`src/rtl/act_out_buffer_pkg.sv`:
```
// +----------------------------------------------------------------------------+
// | act_out_buffer_pkg                                                          |
// | Shared constants and FILL/DRAIN state encoding for the activation buffer.   |
// | Revision: 1.0                                                               |
// +----------------------------------------------------------------------------+
`default_nettype none

package act_out_buffer_pkg;

  localparam int AOB_D_LEN   = 32;
  localparam int AOB_ACT_LAT = 2;

  typedef enum logic [0:0] {
    ST_FILL  = 1'b0,
    ST_DRAIN = 1'b1
  } aob_state_t;

endpackage : act_out_buffer_pkg

`default_nettype wire

```
`src/rtl/act_out_buffer_if.sv`:
```
// +----------------------------------------------------------------------------+
// | act_out_buffer_if                                                           |
// | Activation result input plus valid/ready output stream of the buffer.       |
// | Revision: 1.0                                                               |
// +----------------------------------------------------------------------------+
`default_nettype none

interface act_out_buffer_if #(
  parameter int D_LEN = 32,
  parameter int IDX_W = 4
);

  logic             in_valid;
  logic [D_LEN-1:0] act_data;
  logic [D_LEN-1:0] out_data;
  logic             out_valid;
  logic             out_ready;
  logic             out_last;
  logic [IDX_W-1:0] out_idx;

  // master: the buffer itself; slave: the surrounding layer logic
  modport master (
    input  in_valid, act_data, out_ready,
    output out_data, out_valid, out_last, out_idx
  );

  modport slave (
    output in_valid, act_data, out_ready,
    input  out_data, out_valid, out_last, out_idx
  );

endinterface : act_out_buffer_if

`default_nettype wire

```
`src/rtl/act_out_buffer_vld_delay.sv`:
```
// +----------------------------------------------------------------------------+
// | act_out_buffer_vld_delay                                                    |
// | DEPTH-cycle valid strobe delay line, reusable for fixed-latency stages.     |
// | Revision: 1.0                                                               |
// +----------------------------------------------------------------------------+
`default_nettype none

module act_out_buffer_vld_delay #(
  parameter int DEPTH = 2
) (
  input  wire logic clk,
  input  wire logic rst,
  input  wire logic clr,
  input  wire logic vld_in,
  output logic      vld_out
);

  logic [DEPTH-1:0] pipe_q;
  logic [DEPTH-1:0] pipe_d;

  generate
    if (DEPTH == 1) begin : g_single
      always_comb begin
        pipe_d = clr ? 1'b0 : vld_in;
      end
    end else begin : g_shift
      always_comb begin
        pipe_d = clr ? '0 : {pipe_q[DEPTH-2:0], vld_in};
      end
    end
  endgenerate

  always_ff @(posedge clk or posedge rst) begin
    if (rst) begin
      pipe_q <= '0;
    end else begin
      pipe_q <= pipe_d;
    end
  end

  assign vld_out = pipe_q[DEPTH-1];

endmodule : act_out_buffer_vld_delay

`default_nettype wire

```
`src/rtl/act_out_buffer.sv`:
```
// +----------------------------------------------------------------------------+
// | act_out_buffer                                                              |
// | Collects N_NEURON activation results, then streams them out valid/ready.    |
// | Revision: 1.0                                                               |
// +----------------------------------------------------------------------------+
`default_nettype none

module act_out_buffer
  import act_out_buffer_pkg::*;
#(
  parameter int D_LEN    = AOB_D_LEN,
  parameter int N_NEURON = 16,
  parameter int ACT_LAT  = AOB_ACT_LAT,
  parameter int IDX_W    = $clog2(N_NEURON)
) (
  input  wire logic          clk,
  input  wire logic          rst,
  input  wire logic          clr,
  act_out_buffer_if.master   bus,
  output logic               busy,
  output logic               layer_done,
  output logic               ovf_err
);

  localparam logic [IDX_W-1:0] LAST_IDX = IDX_W'(N_NEURON - 1);

  aob_state_t       state_q, state_d;
  logic [IDX_W-1:0] wr_ptr_q, wr_ptr_d;
  logic [IDX_W-1:0] rd_ptr_q, rd_ptr_d;
  logic             layer_done_q, layer_done_d;
  logic             ovf_err_q, ovf_err_d;
  logic             buf_we;
  logic             cap;
  logic [D_LEN-1:0] buf_q [N_NEURON];

  act_out_buffer_vld_delay #(
    .DEPTH (ACT_LAT)
  ) u_vld_delay (
    .clk     (clk),
    .rst     (rst),
    .clr     (clr),
    .vld_in  (bus.in_valid),
    .vld_out (cap)
  );

  always_comb begin
    state_d      = state_q;
    wr_ptr_d     = wr_ptr_q;
    rd_ptr_d     = rd_ptr_q;
    ovf_err_d    = ovf_err_q;
    layer_done_d = 1'b0;
    buf_we       = 1'b0;
    if (clr) begin
      state_d   = ST_FILL;
      wr_ptr_d  = '0;
      rd_ptr_d  = '0;
      ovf_err_d = 1'b0;
    end else begin
      case (state_q)
        ST_FILL: begin
          if (cap) begin
            buf_we = 1'b1;
            if (wr_ptr_q == LAST_IDX) begin
              wr_ptr_d = '0;
              state_d  = ST_DRAIN;
            end else begin
              wr_ptr_d = wr_ptr_q + IDX_W'(1);
            end
          end
        end
        ST_DRAIN: begin
          // The upstream was told to stall; a result now has nowhere to go.
          if (cap) begin
            ovf_err_d = 1'b1;
          end
          if (bus.out_ready) begin
            if (rd_ptr_q == LAST_IDX) begin
              rd_ptr_d     = '0;
              state_d      = ST_FILL;
              layer_done_d = 1'b1;
            end else begin
              rd_ptr_d = rd_ptr_q + IDX_W'(1);
            end
          end
        end
        default: state_d = ST_FILL;
      endcase
    end
  end

  always_ff @(posedge clk or posedge rst) begin
    if (rst) begin
      state_q      <= ST_FILL;
      wr_ptr_q     <= '0;
      rd_ptr_q     <= '0;
      layer_done_q <= 1'b0;
      ovf_err_q    <= 1'b0;
    end else begin
      state_q      <= state_d;
      wr_ptr_q     <= wr_ptr_d;
      rd_ptr_q     <= rd_ptr_d;
      layer_done_q <= layer_done_d;
      ovf_err_q    <= ovf_err_d;
    end
  end

  // Storage is deliberately left out of reset; contents are only observed in DRAIN.
  always_ff @(posedge clk) begin
    if (buf_we) begin
      buf_q[wr_ptr_q] <= bus.act_data;
    end
  end

  assign bus.out_valid = (state_q == ST_DRAIN);
  assign bus.out_data  = buf_q[rd_ptr_q];
  assign bus.out_idx   = rd_ptr_q;
  assign bus.out_last  = (state_q == ST_DRAIN) && (rd_ptr_q == LAST_IDX);
  assign busy          = (state_q == ST_DRAIN);
  assign layer_done    = layer_done_q;
  assign ovf_err       = ovf_err_q;

endmodule : act_out_buffer

`default_nettype wire

```
`src/flat_wrapper.sv`:
```
// flat-port wrapper written by rule: the top's interface ports become plain ports
module act_out_buffer_flat import act_out_buffer_pkg::*;
#(
  parameter int D_LEN    = AOB_D_LEN,
  parameter int N_NEURON = 16,
  parameter int ACT_LAT  = AOB_ACT_LAT,
  parameter int IDX_W    = $clog2(N_NEURON)
)
  (clk, rst, clr, busy, layer_done, ovf_err, bus_in_valid, bus_act_data, bus_out_ready, bus_out_data, bus_out_valid, bus_out_last, bus_out_idx);
  act_out_buffer_if #(.D_LEN(D_LEN), .IDX_W(IDX_W)) bus_i ();
  input  wire logic clk;
  input  wire logic rst;
  input  wire logic clr;
  output logic busy;
  output logic layer_done;
  output logic ovf_err;
  input wire logic [$bits(bus_i.in_valid)-1:0] bus_in_valid;
  input wire logic [$bits(bus_i.act_data)-1:0] bus_act_data;
  input wire logic [$bits(bus_i.out_ready)-1:0] bus_out_ready;
  output wire logic [$bits(bus_i.out_data)-1:0] bus_out_data;
  output wire logic [$bits(bus_i.out_valid)-1:0] bus_out_valid;
  output wire logic [$bits(bus_i.out_last)-1:0] bus_out_last;
  output wire logic [$bits(bus_i.out_idx)-1:0] bus_out_idx;
  assign bus_i.in_valid = bus_in_valid;
  assign bus_i.act_data = bus_act_data;
  assign bus_i.out_ready = bus_out_ready;
  assign bus_out_data = bus_i.out_data;
  assign bus_out_valid = bus_i.out_valid;
  assign bus_out_last = bus_i.out_last;
  assign bus_out_idx = bus_i.out_idx;
  act_out_buffer #(.D_LEN(D_LEN), .N_NEURON(N_NEURON), .ACT_LAT(ACT_LAT), .IDX_W(IDX_W)) u_core (.clk(clk), .rst(rst), .clr(clr), .bus(bus_i), .busy(busy), .layer_done(layer_done), .ovf_err(ovf_err));
endmodule
```
`config.mk`:
```
export PLATFORM = sky130hd
export DESIGN_NAME = act_out_buffer_flat
export DESIGN_NICKNAME = d
export VERILOG_FILES = /design/src/rtl/act_out_buffer_pkg.sv /design/src/rtl/act_out_buffer_if.sv /design/src/rtl/act_out_buffer_vld_delay.sv /design/src/rtl/act_out_buffer.sv /design/src/flat_wrapper.sv
export SDC_FILE = /design/constraint.sdc
export NUM_CORES = 1
export LEC_CHECK = 0
export CELL_PAD_IN_SITES_DETAIL_PLACEMENT = 0
export CELL_PAD_IN_SITES_GLOBAL_PLACEMENT = 1
export CORE_ASPECT_RATIO = 1.5
export CORE_UTILIZATION = 35
export CTS_BUF_LIST = sky130_fd_sc_hd__clkbuf_4
export CTS_CLUSTER_SIZE = 12
export DETAILED_ROUTE_END_ITERATION = 16
export GPL_TIMING_DRIVEN = 0
export PLACE_DENSITY_LB_ADDON = 0.1
export SLEW_MARGIN = 25
export SYNTH_ARGS = -nofsm -noshare
export SYNTH_HDL_FRONTEND = slang
export SYNTH_HIERARCHICAL = 1
export SYNTH_SLANG_ARGS = --single-unit
```
`constraint.sdc`:
```
create_clock -name clk -period 4.8 [get_ports clk]
set_clock_uncertainty 0.1 [all_clocks]
set_input_delay 0.96 -clock clk [delete_from_list [all_inputs] [get_ports clk]]
set_output_delay 0.96 -clock clk [all_outputs]
set_load 0.02 [all_outputs]
```
### Yosys cells after proc, flatten, opt, wreduce, memory -nomap -nowiden

Memory sizes are Yosys's and may differ from the RTL's.
Index checks and enable logic that the tools add are counted.

| storage, ports and cells | value |
|---|---|
| output and inout bits | 41 |
| input bits | 37 |
| flip-flop bits (word level) | 13 |
| memory bits (writable) | 512 |
| word-level logic and storage cells | 47 |
| memories kept | 1 |

Memory list:

| memory | words | bits a word | rd ports | clocked after Yosys merged registers in | write ports | RTL line | source |
|---|---|---|---|---|---|---|---|
| u_core.buf_q | 16 | 32 | 1 | 0 | 1 | act_out_buffer.sv:34 | `logic [D_LEN-1:0] buf_q [N_NEURON];` |

| cells by class | value |
|---|---|
| equality and inequality tests | 3 |
| muxes and demuxes | 27 |
| reductions and logical operators | 7 |
| bitwise operators | 1 |
| add/subtract/negate cells | 2 |

Operators by type and width:

| kind | number |
|---|---|
| $mux W4 | 8 |
| $mux W1 | 17 |
| $add A4 B1 Y4 const B | 2 |
| $eq A4 B4 Y1 const B | 2 |
| $reduce_and A2 Y1 | 3 |
| $reduce_bool A2 Y1 | 3 |
| $mux W2 | 1 |
| $ne A2 B2 Y1 const B | 1 |
| $pmux W1 S2 | 1 |
| $logic_and A1 B1 Y1 | 1 |
| $not A1 Y1 | 1 |

### Depth between registers and ports, before layout

Gate-level depths: netlist of the first run.

| logic depth | value |
|---|---|
| depth in word-level cells | 5 |
| depth in mapped cells | 8 |
| depth with buffers taken out | 5 |

### Cells and area by module

The synthesis of the first run kept the hierarchy.

By module, submodules not included:

| module | cells each | area each (µm²) | instances | seq. area each (µm²) |
|---|---|---|---|---|
| act_out_buffer | 1,015 | 20,253.2 | 1 | 15,650.0 |
| act_out_buffer_vld_delay | 5 | 66.3 | 1 | 50.0 |

### Least setup slack after synthesis of the first run

No wires, ideal clock.

| path | value |
|---|---|
| kind | input -> register |
| from | input port clr |
| to | memory u_core.buf_q[15][0], enable pin |
| library setup time | 0.468 ns |
| slack | 0.654 ns |
| data arrival time | 3.578 ns |
| cell stages on the path | 2 |
| required time | 4.232 ns |
| path buffers | 1 |
| cells stage by stage | clkbuf_1 nor3b_1 |

| on the way | value |
|---|---|
| longest elaborated chain between the ends | 3 |

RTL lines:

| element | RTL line | source |
|---|---|---|
| start: declaration | flat_wrapper.sv:13 | `input wire logic clr;` |
| $mux W1 | act_out_buffer.sv:53 | `if (clr) begin` |
| $mux W1 | act_out_buffer.sv:109 | `if (buf_we) begin` |
| $mux W1 (implied by the code) | act_out_buffer.sv:110 | `buf_q[wr_ptr_q] <= bus.act_data;` |
| end: declaration | act_out_buffer.sv:34 |  |

No other way between the ends.

### Final worst setup path of the first run

| path | value |
|---|---|
| from | register u_core.rd_ptr_q[3], in the netlist u_core/bus.out_idx[3] |
| to | output port bus_out_data[24] |

| on the way | value |
|---|---|
| longest elaborated chain between the ends | 1 |

RTL lines:

| element | RTL line | source |
|---|---|---|
| start: declaration | act_out_buffer.sv:29 | `logic [IDX_W-1:0] rd_ptr_q, rd_ptr_d;` |
| start signal: assignment | act_out_buffer.sv:101 | `rd_ptr_q <= rd_ptr_d;` |
| $mem_v2 Z16 W32 | - |  |
| end: declaration | flat_wrapper.sv:20 | `output wire logic [$bits(bus_i.out_data)-1:0] bus_out_data;` |

No other way between the ends.

==> qor.yml, run 1 <==
run_status:
  outcome: "finished, final reports clean"
global_route:
  grt_max_degree: 33
  track_usage: 0.182
  grt_pass1_vias: 11400
  grt_pass1_wl_microns: 75300
  grt-ovfl-total: 0
  antenna_found_initial: 2
cts:
  cts_tree: "yes"
  clkTransAtPathRegs_ns: 0.06
  clk_path_buf_depth: 3
  cts_made_buffers: 131
  cts_root_buf: "clkbuf_4"
  cts_sinks: 525
  cts_max_level: 4
  insertion_delay_ns: 0.84
  post_cts_buffers: 0
logic_synthesis:
  yosys.area.top_type: "edfxtp_1"
  yosys_warnings: 6
  yosys_most_used_dff: "edfxtp_1"
  syn_inst: 1020
  syn-mean-instance-area_sq_um: 19.9
  synthesis.nets: 1062
  ys_ff_latch: 525
  synth-seq-area-share: 0.773
  syn_area_sq_um: 20300
  netlist_top_cells_area: "edfxtp_1 (76%), mux4_2 (7.1%), mux2i_1 (6.3%), a22oi_1 (3.5%), dfrtp_1 (1.6%)"
  synthTopCellsByCount: "edfxtp_1 (512), mux2i_1 (128), a22oi_1 (96)"
  async_reset_ff_frac: 0.0248
  synth-edff-count: 512
  yosysUniqueCellTypes: 27
  synth_top_area_frac: 0.757
  synth.most_common_cell: "edfxtp_1"
sta:
  hold_viol_final: 0
  rsz0062_at_grt: "no"
  worst_pin_slew_ns: 0.807
  fin_crit_sh: 0.960
  setup_viol: 0
  fmax_mhz: 217
  finalCriticalPeriod_ns: 4.61
  maxSlewHeadroom: 0.462
  slew_violations: 0
finish:
  fin_util: 0.423
  drive_above_1_share: 0.261
  finalNonFillerCells: 2104
  nets: 1294
  area_growth_pct: 18.6
worst_setup_path:
  required_ns: 3.74
  r2r_setup_slack_ns: 2.26
  cp_max_fo: 10
  cp.depth: 6
  cp_top_family: "buffers and inverters"
  end_kind: "output port"
  crit_slowest_cell: "clkdlybuf4s50_1"
  worstPathCellList: "clkbuf_1 > nor2_2 > clkbuf_2 > a22oi_1 > nand2_1 > clkdlybuf4s50_1"
  r2r-start: "u_core/wr_ptr_q[0]$_DFFE_PP0P_"
  crit_type: "flop to output port"
  critPathBufInv: 3
  cp-start-kind: "flop"
  crit_end: "bus_out_data[24]"
  worstRegToRegCells: 6
  crit_path_start: "u_core/bus.out_idx[3]$_DFFE_PP0P_"
  cp_data_arrival_time_ns: 3.55
  r2r-end: "u_core/buf_q[15][14]$_DFFE_PP_"
  critPathMaxStageDelay_ns: 0.63
floorplan:
  die_area_sq_um: 59000
  die_w_microns: 199
  io_pins: 78
  initial_utilization: 0.356
  fp.coreArea_sq_um: 57000
  die_h_microns: 297
  fp-row-count: 107
placement:
  dp_cells: 1882
  gp_congestion: 0.697
  hpwl_microns: 32300
  port_buffers: 77
drt:
  first_iter_violations: 532
  ant_nets: 0
  vias: 10500
  drt_pre_antenna_iters: 4
  viasPerCell: 5.01
  routedWlPerCell_microns: 24.6
  wirelength_microns: 51700
  drc_errors: 0
pwr:
  p_sw_frac: 0.203
  irDropWorstVdd_mv: 0.156
  pwr-share-comb: 0.014
  p_leak_nw: 7.64
  finalPower_mw: 8.88
  p_switching_mw: 1.81
  p_int_mw: 7.08
  power.clock.fraction: 0.419
  power_density_nw_per_um2: 368
  pwr-share-seq: 0.567
job:
  max_cap_viol_count: 0
min_path:
  hold_class: "primary input to async pin"
==> routing by layer <==
metal	track usage	up-vias	wire (microns)
met3	0.0365	96	2120
met2	0.322	260	27500
met4	0.0678	2	1210
li1	-	4715	-
met1	0.216	5460	20900
met5	0	-	14
==> logic make-up (layout without fill, tap and decap cells) <==
kind of cell | after synthesis | count (layout) | share of synthesized area
AO/OA/AOI/OAI | 109 | 109 | 0.0389
XOR/XNOR | 2 | 2 | 0.000862
adder cells (fa/ha/maj) | 5 | 5 | 0.00308
buffers and inverters | 63 | 383 | 0.0215
flip-flops | 525 | 525 | 0.773
multiplexers | 192 | 192 | 0.134
other | 0 | 1 | 0
AND/OR/NAND/NOR | 124 | 124 | 0.0291
==> layout by cell type (no fill, tap or decap), types with 19 or more instances in the layout <==
| cell | n |
|---|---|
| a22oi_1 | 96 |
| buf_4 | 19 |
| nand3_1 | 35 |
| clkdlybuf4s50_1 | 77 |
| clkinv_1 | 21 |
| edfxtp_1 | 512 |
| nand2_1 | 40 |
| clkbuf_4 | 189 |
| mux4_2 | 64 |
| mux2i_1 | 128 |
==> state kept, by name (all words and copies together) (netlist names) <==
signal and cells:
u_core/ovf_err 1, u_core/buf_q 512, u_core/u_vld_delay/pipe_q 2, u_core/wr_ptr_q 4, u_core/bus.out_idx 4, u_core/bus.out_valid 1, u_core/layer_done 1
==> timing repair <==
action,4_1_cts,5_1_grt
gates resized for setup,8,5
endpoints found under the hold margin,0,0
setup endpoints to repair,23,7
cloned,0,0
hold buffers,0,0
pin swaps,0,0
==> final cells by class <==
cell class | instances | area [sq um]
well taps | 763 | 955
plain buffers | 59 | 433
fillers | 5180 | 32900
repair buffers | 99 | 1110
flip-flops and latches | 525 | 15700
multi-input cells | 432 | 4250
inverters | 4 | 15.0
diodes | 1 | 2.50
clock buffers | 187 | 1400
clock inverters | 34 | 240
==> power by group through the flow <==
stage,registers (mW),logic [mW],clock network [mW]
after floorplan,5.14,0.0246,0
after global placement,5.14,0.125,0
after detailed placement,5.14,0.132,0
after CTS,5.04,0.132,3.88
after global routing,5.03,0.142,4.08
final,5.04,0.128,3.72
==> per-stage QoR <==
stage                     hold slack, ns  TNS, ns  setup WS, ns  instance area, sq um
after global routing               0.138        0        0.0265                 24100
after global placement             0.357  -269.47         -3.32                 22000
final                              0.187        0         0.194                 24100
after floorplan                    0.339        0         0.654                 20300
after detailed placement           0.366        0         0.480                 22400
after CTS                         0.0773        0        0.0175                 24100
==> worst min path at each step <==
stage	cells after the start	startpoint	end
2_1_floorplan	1	u_core/u_vld_delay/pipe_q[0]$_DFF_PP0_	u_core/u_vld_delay/pipe_q[1]$_DFF_PP0_
3_3_place_gp	1	u_core/u_vld_delay/pipe_q[0]$_DFF_PP0_	u_core/u_vld_delay/pipe_q[1]$_DFF_PP0_
3_5_place_dp	1	u_core/u_vld_delay/pipe_q[0]$_DFF_PP0_	u_core/u_vld_delay/pipe_q[1]$_DFF_PP0_
4_1_cts	2	rst	u_core/u_vld_delay/pipe_q[1]$_DFF_PP0_
5_1_grt	2	rst	u_core/u_vld_delay/pipe_q[1]$_DFF_PP0_
6_report	2	rst	u_core/u_vld_delay/pipe_q[1]$_DFF_PP0_
==> worst register-to-register path, delay by kind of cell (launching register included) <==
kind / cells / cell delay [ns]
buffers and inverters: 3 / 0.72
adder cells (fa/ha/maj): 1 / 0.33
flip-flops: 1 / 0.45
AND/OR/NAND/NOR: 2 / 0.65
No activity file was read; power rests on OpenSTA's default activity.
==> inputs of run 2 (changes only) <==
--- a/config.mk
+++ b/config.mk
@@ -5,16 +5,17 @@
 export SDC_FILE = /design/constraint.sdc
 export NUM_CORES = 1
 export LEC_CHECK = 0
+export ABC_AREA = 1
 export CELL_PAD_IN_SITES_DETAIL_PLACEMENT = 0
 export CELL_PAD_IN_SITES_GLOBAL_PLACEMENT = 1
 export CORE_ASPECT_RATIO = 1.5
+export CORE_MARGIN = 2
 export CORE_UTILIZATION = 35
 export CTS_BUF_LIST = sky130_fd_sc_hd__clkbuf_4
 export CTS_CLUSTER_SIZE = 12
 export DETAILED_ROUTE_END_ITERATION = 16
 export GPL_TIMING_DRIVEN = 0
 export PLACE_DENSITY_LB_ADDON = 0.1
-export SLEW_MARGIN = 25
 export SYNTH_ARGS = -nofsm -noshare
 export SYNTH_HDL_FRONTEND = slang
 export SYNTH_HIERARCHICAL = 1
==> qor.yml, run 2 <==
sta:
  hold_viol_final: 0  # unchanged
  worst_pin_slew_ns: 1.32  # +0.511 ns
  fmax_mhz: 216  # -0.41%
  slew_violations: 0  # unchanged
  finalCriticalPeriod_ns: 4.62  # +0.0188 ns
  layout_setup_ws_ns: 0.175  # -0.0188 ns
  setup_viol: 0  # unchanged
  maxSlewHeadroom: 0.122  # -0.340
  hold_slack_ns: 0.183  # -0.00395 ns
  fin_crit_sh: 0.964  # +0.00392
worst_setup_path:
  cp_common_cell: "nand3_1"
  required_ns: 3.74  # about the same
  crit_type: "flop to output port"
  crit_slowest_cell: "dfrtp_1"
  critPathMaxStageDelay_ns: 0.61  # -0.02 ns
  worstPathCellList: "buf_4 > buf_1 > nand3_1 > nand3_1 > nand3_1 > nand2_1 > clkdlybuf4s50_1"
  cp_max_fo: 10  # unchanged
  cp-start-kind: "flop"
  r2r-start: "u_core/bus.out_valid$_DFF_PP0_"
  crit_path_start: "u_core/bus.out_idx[1]$_DFFE_PP0P_"
  cp_data_arrival_time_ns: 3.56  # about the same
  end_kind: "output port"
cts:
  cts_sinks: 525  # unchanged
  clkTransAtPathRegs_ns: 0.06  # about the same
  clk_path_buf_depth: 3  # unchanged
  cts.hold.buffers_added: 0  # unchanged
  cts_root_buf: "clkbuf_4"
  cts_tree: "yes"
  insertion_delay_ns: 0.86  # +0.02 ns
  cts_max_level: 4  # unchanged
  cts_made_buffers: 136  # +3.8%
finish:
  fin_util: 0.421  # -0.00140
  multi_input_area_sq_um: 4880  # +15%
  nets: 2477  # +91%
  area_growth_pct: 18.8
  nFillCells: 6334  # +22%
  drive_above_1_share: 0.160  # -0.101
  layout_commonest_cell: "edfxtp_1"
  regMostFlops: "u_core/buf_q"
  largest_reg_flops: 512  # unchanged
  ff_latch_area_sq_um: 15700  # unchanged
  final_cell_mix: "edfxtp_1 (512), nand2_1 (497), inv_1 (465)"
drt:
  routedWlPerCell_microns: 22.3  # -9.3%
  viasPerCell: 4.74  # -5.3%
  ant_nets: 0  # unchanged
  wirelength_microns: 75700  # +46%
  vias: 16100  # +53%
  first_iter_violations: 1149  # +120%
  drt_pre_antenna_iters: 5  # +1
  drc_errors: 0  # unchanged
floorplan:
  die_h_microns: 317  # +6.7%
  die_w_microns: 213  # +7.0%
  die_area_sq_um: 67400  # +14%
  fp.coreArea_sq_um: 64500  # +13%
  initial_utilization: 0.354  # -0.00179
  io_pins: 78  # unchanged
  fp-row-count: 114  # +6.5%
logic_synthesis:
  yosysUniqueCellTypes: 25  # -7.4%
  synthesis.nets: 2203  # +110%
  yosys_warnings: 6  # unchanged
  syn_area_sq_um: 22900  # +12%
  ys_ff_latch: 525  # unchanged
  yosys_most_used_dff: "edfxtp_1"
  synth-edff-count: 512  # unchanged
  syn_inst: 2161  # +110%
  synth.most_common_cell: "edfxtp_1"
  syn-mean-instance-area_sq_um: 10.6  # -47%
  synth_top_area_frac: 0.673  # -0.0839
  netlist_top_cells_area: "edfxtp_1 (67%), nand3_1 (9.9%), nand2_1 (8.2%), inv_1 (7.6%), dfrtp_1 (1.4%)"
  synthTopCellsByCount: "edfxtp_1 (512), nand2_1 (497), inv_1 (465)"
  yosys.area.top_type: "edfxtp_1"
  synth-seq-area-share: 0.687  # -0.0857
  async_reset_ff_frac: 0.0248  # unchanged
global_route:
  track_usage: 0.229  # +0.0467
  grt-ovfl-total: 0  # unchanged
  grt_max_degree: 19  # -42%
  antenna_found_initial: 4  # +2
  grt_pass1_wl_microns: 107000  # +42%
  grt_pass1_vias: 15500  # +35%
pwr:
  power_density_nw_per_um2: 329  # -11%
  irDropWorstVdd_mv: 0.160  # +2.1%
  p_leak_nw: 11.4  # +50%
run_status:
  outcome: "finished, final reports clean"
placement:
  hpwl_microns: 50500  # +56%
  dp_slack_ns: 0.792  # +0.312 ns
  gp_congestion: 0.771  # +11%
  port_buffers: 77  # unchanged
job:
  max_cap_viol_count: 0  # unchanged
min_path:
  hold_class: "primary input to async pin"
[run 2: cell types whose count changed in the layout (fill, tap and decap cells not counted), moves of 50 or more]
cell     change
inv_1      +461
nand2_1    +457
nand3_1    +418
mux2i_1    -128
a22oi_1     -96
mux4_2      -64
buf_6       +50
[run 2: cell type report]
type | count | area share
multi-input cells | 1060 | 0.180
inverters | 468 | 0.0647
clock buffers | 201 | 0.0556
plain buffers | 108 | 0.0229
repair buffers | 136 | 0.0541
clock inverters | 26 | 0.00456
well taps | 870 | 0.0401
flip-flops and latches | 525 | 0.578
diodes | 3 | 0.000276
[run 2: worst max-delay path: cells and delay by family, from the launching register on]
family | cells | cell delay (ns)
buf+inv | 3 | 1.51
simple gates | 4 | 0.56
flops | 1 | 0.61
[run 2: logic make-up after synthesis]
group	Yosys count	synth area share
and+or+nand+nor	1041	0.204
buffers and inverters	576	0.103
DFF	525	0.687
AOI/OAI and AO/OA	13	0.00285
adders and majority gates	5	0.00274
xor gates and xnor gates	1	0.000383
[run 2: final timing paths]
kind / endpoint / slack (ns) / depth (start not counted)
hold / removal: u_core/u_vld_delay/pipe_q[0]$_DFF_PP0_ / 0.18 / 2
hold reg to reg: u_core/u_vld_delay/pipe_q[1]$_DFF_PP0_ / 0.37 / 2
min in group clk: u_core/u_vld_delay/pipe_q[1]$_DFF_PP0_ / 0.37 / 2
setup / recovery: bus_out_data[8] / 0.18 / 7
max in group asynchronous: u_core/wr_ptr_q[1]$_DFFE_PP0P_ / 3.94 / 2
setup reg to reg: u_core/buf_q[13][12]$_DFFE_PP_ / 1.80 / 9
[run 2: routing by layer]
metal / wire [microns] / share of wire / track usage
met3: 3150 / 0.042 / 0.0357
met5: 12 / 0.00016 / 0
met1: 31300 / 0.41 / 0.281
met4: 1910 / 0.025 / 0.0741
met2: 39400 / 0.52 / 0.410
[run 2: metrics by stage]
stage          cells  total power, mW  TNS (ns)  cell area, sq um
4_1_cts         3394             9.06         0             27200
3_5_place_dp    3167             5.28         0             25500
5_1_grt         3396             9.29  -0.00397             27200
6_report        3397             8.93         0             27200
2_1_floorplan   2161             5.16         0             22900
3_3_place_gp    3108             5.27  -1566.25             24700
[run 2: timing repair]
item	CTS	global route
buffers inserted	0	0
setup endpoints to repair	23	11
resized for setup	8	5
cloned	0	0
endpoints found under the hold margin	0	0
[run 2: power breakdown]
part           total [mW]  switching (mW)  internal (mW)
clock                3.76            1.81           1.95
combinational       0.136          0.0937         0.0426
sequential           5.04         0.00206           5.03
==> inputs of run 3 (changes only) <==
--- a/config.mk
+++ b/config.mk
@@ -9,7 +9,7 @@
 export CELL_PAD_IN_SITES_DETAIL_PLACEMENT = 0
 export CELL_PAD_IN_SITES_GLOBAL_PLACEMENT = 1
 export CORE_ASPECT_RATIO = 1.5
-export CORE_MARGIN = 2
+export CORE_MARGIN = 8
 export CORE_UTILIZATION = 35
 export CTS_BUF_LIST = sky130_fd_sc_hd__clkbuf_4
 export CTS_CLUSTER_SIZE = 12
==> qor.yml, run 3 (synthesized netlist as in run 2, its figures left out) <==
sta:
  fin_crit_sh: 0.973  # +0.00900
  hold_viol_final: 0  # unchanged
  setup_viol: 0  # unchanged
  worst_pin_slew_ns: 1.10  # -0.218 ns
  maxSlewHeadroom: 0.267  # +0.146
  fmax_mhz: 214  # -0.92%
  slew_violations: 0  # unchanged
  fin_setup_tns_ns: 0  # unchanged
  finalCriticalPeriod_ns: 4.67  # +0.0432 ns
finish:
  ff_latch_area_sq_um: 15700  # unchanged
  drive_above_1_share: 0.161  # +0.00129
  largest_reg_flops: 512  # unchanged
  nFillCells: 6417  # +1.3%
  multi_input_area_sq_um: 4880  # unchanged
  layout_commonest_cell: "edfxtp_1"
  regMostFlops: "u_core/buf_q"
  fin_area_sq_um: 27100  # about the same
  final_cell_mix: "edfxtp_1 (512), nand2_1 (497), inv_1 (465)"
  area_growth_pct: 18.8  # about the same
  nets: 2478  # +0.040%
drt:
  viasPerCell: 4.79  # +0.99%
  drc_errors: 0  # unchanged
  routedWlPerCell_microns: 22.6  # +1.3%
  ant_nets: 0  # unchanged
  wirelength_microns: 76600  # +1.2%
  drt-met1-wl_microns: 30100  # -3.6%
  drt_pre_antenna_iters: 5  # unchanged
  met2_length_microns: 40300  # +2.2%
  vias: 16200  # +0.87%
  first_iter_violations: 1111  # -3.3%
  maxUsedRoutingLayer: "met4"
  dr_wl_met3_microns: 3930  # +25%
cts:
  clk_path_buf_depth: 3  # unchanged
  cts_sinks: 525  # unchanged
  insertion_delay_ns: 0.87  # about the same
  cts_max_level: 4  # unchanged
  cts_tree: "yes"
  cts.hold.buffers_added: 0  # unchanged
  clkTransAtPathRegs_ns: 0.06  # about the same
  cts_root_buf: "clkbuf_4"
  cts_made_buffers: 136  # unchanged
worst_setup_path:
  end_kind: "output port"
  cp-start-kind: "flop"
  crit_end: "bus_out_data[0]"
  r2r_setup_slack_ns: 1.82  # +0.02 ns
  required_ns: 3.74  # about the same
  cp_max_fo: 10  # unchanged
  crit_path_start: "u_core/bus.out_idx[1]$_DFFE_PP0P_"
  r2r-end: "u_core/buf_q[2][11]$_DFFE_PP_"
  cp_data_arrival_time_ns: 3.61  # +0.05 ns
  crit_type: "flop to output port"
  worstRegToRegCells: 9  # unchanged
  r2r-start: "u_core/bus.out_valid$_DFF_PP0_"
global_route:
  grt_max_degree: 20  # +1
  antenna_found_initial: 3  # -1
  track_usage: 0.208  # -0.0202
  grt-ovfl-total: 0  # unchanged
  grt_pass1_wl_microns: 110000  # +2.4%
  grt_pass1_vias: 16000  # +3.6%
pwr:
  irDropWorstVdd_mv: 0.148  # -7.5%
  p_sw_frac: 0.209  # -0.00419
  power.clock.fraction: 0.420  # about the same
  pwr-share-comb: 0.015  # about the same
  finalPower_mw: 8.92  # -0.13%
  p_int_mw: 7.06  # +0.40%
  pwr-share-seq: 0.565  # about the same
  p_switching_mw: 1.86  # -2.1%
  power_density_nw_per_um2: 328  # about the same
  p_leak_nw: 11.4  # about the same
floorplan:
  fp-row-count: 115  # +0.88%
  die_h_microns: 329  # +3.8%
  initial_utilization: 0.351  # -0.00308
  die_w_microns: 225  # +5.6%
  io_pins: 78  # unchanged
  die_area_sq_um: 73900  # +9.6%
  fp.coreArea_sq_um: 65000  # +0.88%
placement:
  gp_congestion: 0.760  # -1.4%
  port_buffers: 77  # unchanged
  postPlaceCellArea_sq_um: 25500  # about the same
  hpwl_microns: 51500  # +1.9%
job:
  max_cap_viol_count: 0  # unchanged
run_status:
  outcome: "finished, final reports clean"
min_path:
  hold_class: "primary input to async pin"
run 3: cell count changes in the layout (fill, tap and decap cells not counted), sizes merged:
cell,delta
clkbuf,-8
inv,+3
diode,+3
bufinv,+2
clkdlybuf4s15,+1
clkinv,-12
run 3: power by group through the flow:
stage	logic (mW)	clock network [mW]	registers, mW
global placement	0.132	0	5.14
finish	0.137	3.74	5.04
CTS	0.141	3.89	5.04
global route	0.152	4.09	5.03
floorplan	0.0267	0	5.14
detailed placement	0.140	0	5.14
run 3: repair_timing:
action | in CTS | in global routing
setup buffers | 0 | 0
pin swaps | 0 | 0
resized for setup | 12 | 5
endpoints found under the setup margin | 28 | 3
run 3: per-stage QoR:
stage           util  hold WS, ns  worst slack [ns]  std cells
6_report       0.417        0.174             0.132       3393
5_1_grt        0.417        0.104          -0.00563       3392
3_5_place_dp   0.392        0.369             0.737       3175
4_1_cts        0.417       0.0749           0.00706       3387
3_3_place_gp   0.380        0.347             -3.81       3115
2_1_floorplan      -        0.334             0.615       2161
run 3: how the worst min path moves through the flow:
| stage | cells past startpoint | endpoint | slack (ns) |
|---|---|---|---|
| floorplan | 2 | u_core/u_vld_delay/pipe_q[1]$_DFF_PP0_ | 0.33 |
| global placement | 2 | u_core/u_vld_delay/pipe_q[1]$_DFF_PP0_ | 0.35 |
| detailed placement | 2 | u_core/u_vld_delay/pipe_q[1]$_DFF_PP0_ | 0.37 |
| CTS | 2 | u_core/u_vld_delay/pipe_q[1]$_DFF_PP0_ | 0.07 |
| global route | 2 | u_core/u_vld_delay/pipe_q[0]$_DFF_PP0_ | 0.10 |
| finish | 2 | u_core/u_vld_delay/pipe_q[1]$_DFF_PP0_ | 0.17 |
run 3: area by class of cell:
| class | instances | share of cell area |
|---|---|---|
| Sequential cell | 525 | 0.578 |
| Multi-Input combinational cell | 1060 | 0.180 |
| Inverter | 468 | 0.0647 |
| Timing Repair Buffer | 137 | 0.0540 |
| Clock buffer | 193 | 0.0534 |
| Tap cell | 877 | 0.0404 |
| Buffer | 108 | 0.0233 |
| Clock inverter | 19 | 0.00553 |
| Antenna cell | 6 | 0.000553 |
run 3: critical path: stages, from the launching register on:
cell and delay (ns):
dfrtp_1 0.66, buf_4 0.33, buf_1 0.57, nand3_1 0.18, nand3_1 0.11, nand3_1 0.08
nand2_1 0.17, clkdlybuf4s50_1 0.63
run 3: routing by layer:
layer  GRT usage  vias to the layer above
met5           0                        -
met3      0.0345                      139
met2       0.377                      503
met4      0.0795                        0
met1       0.244                     7991
li1            -                     7607
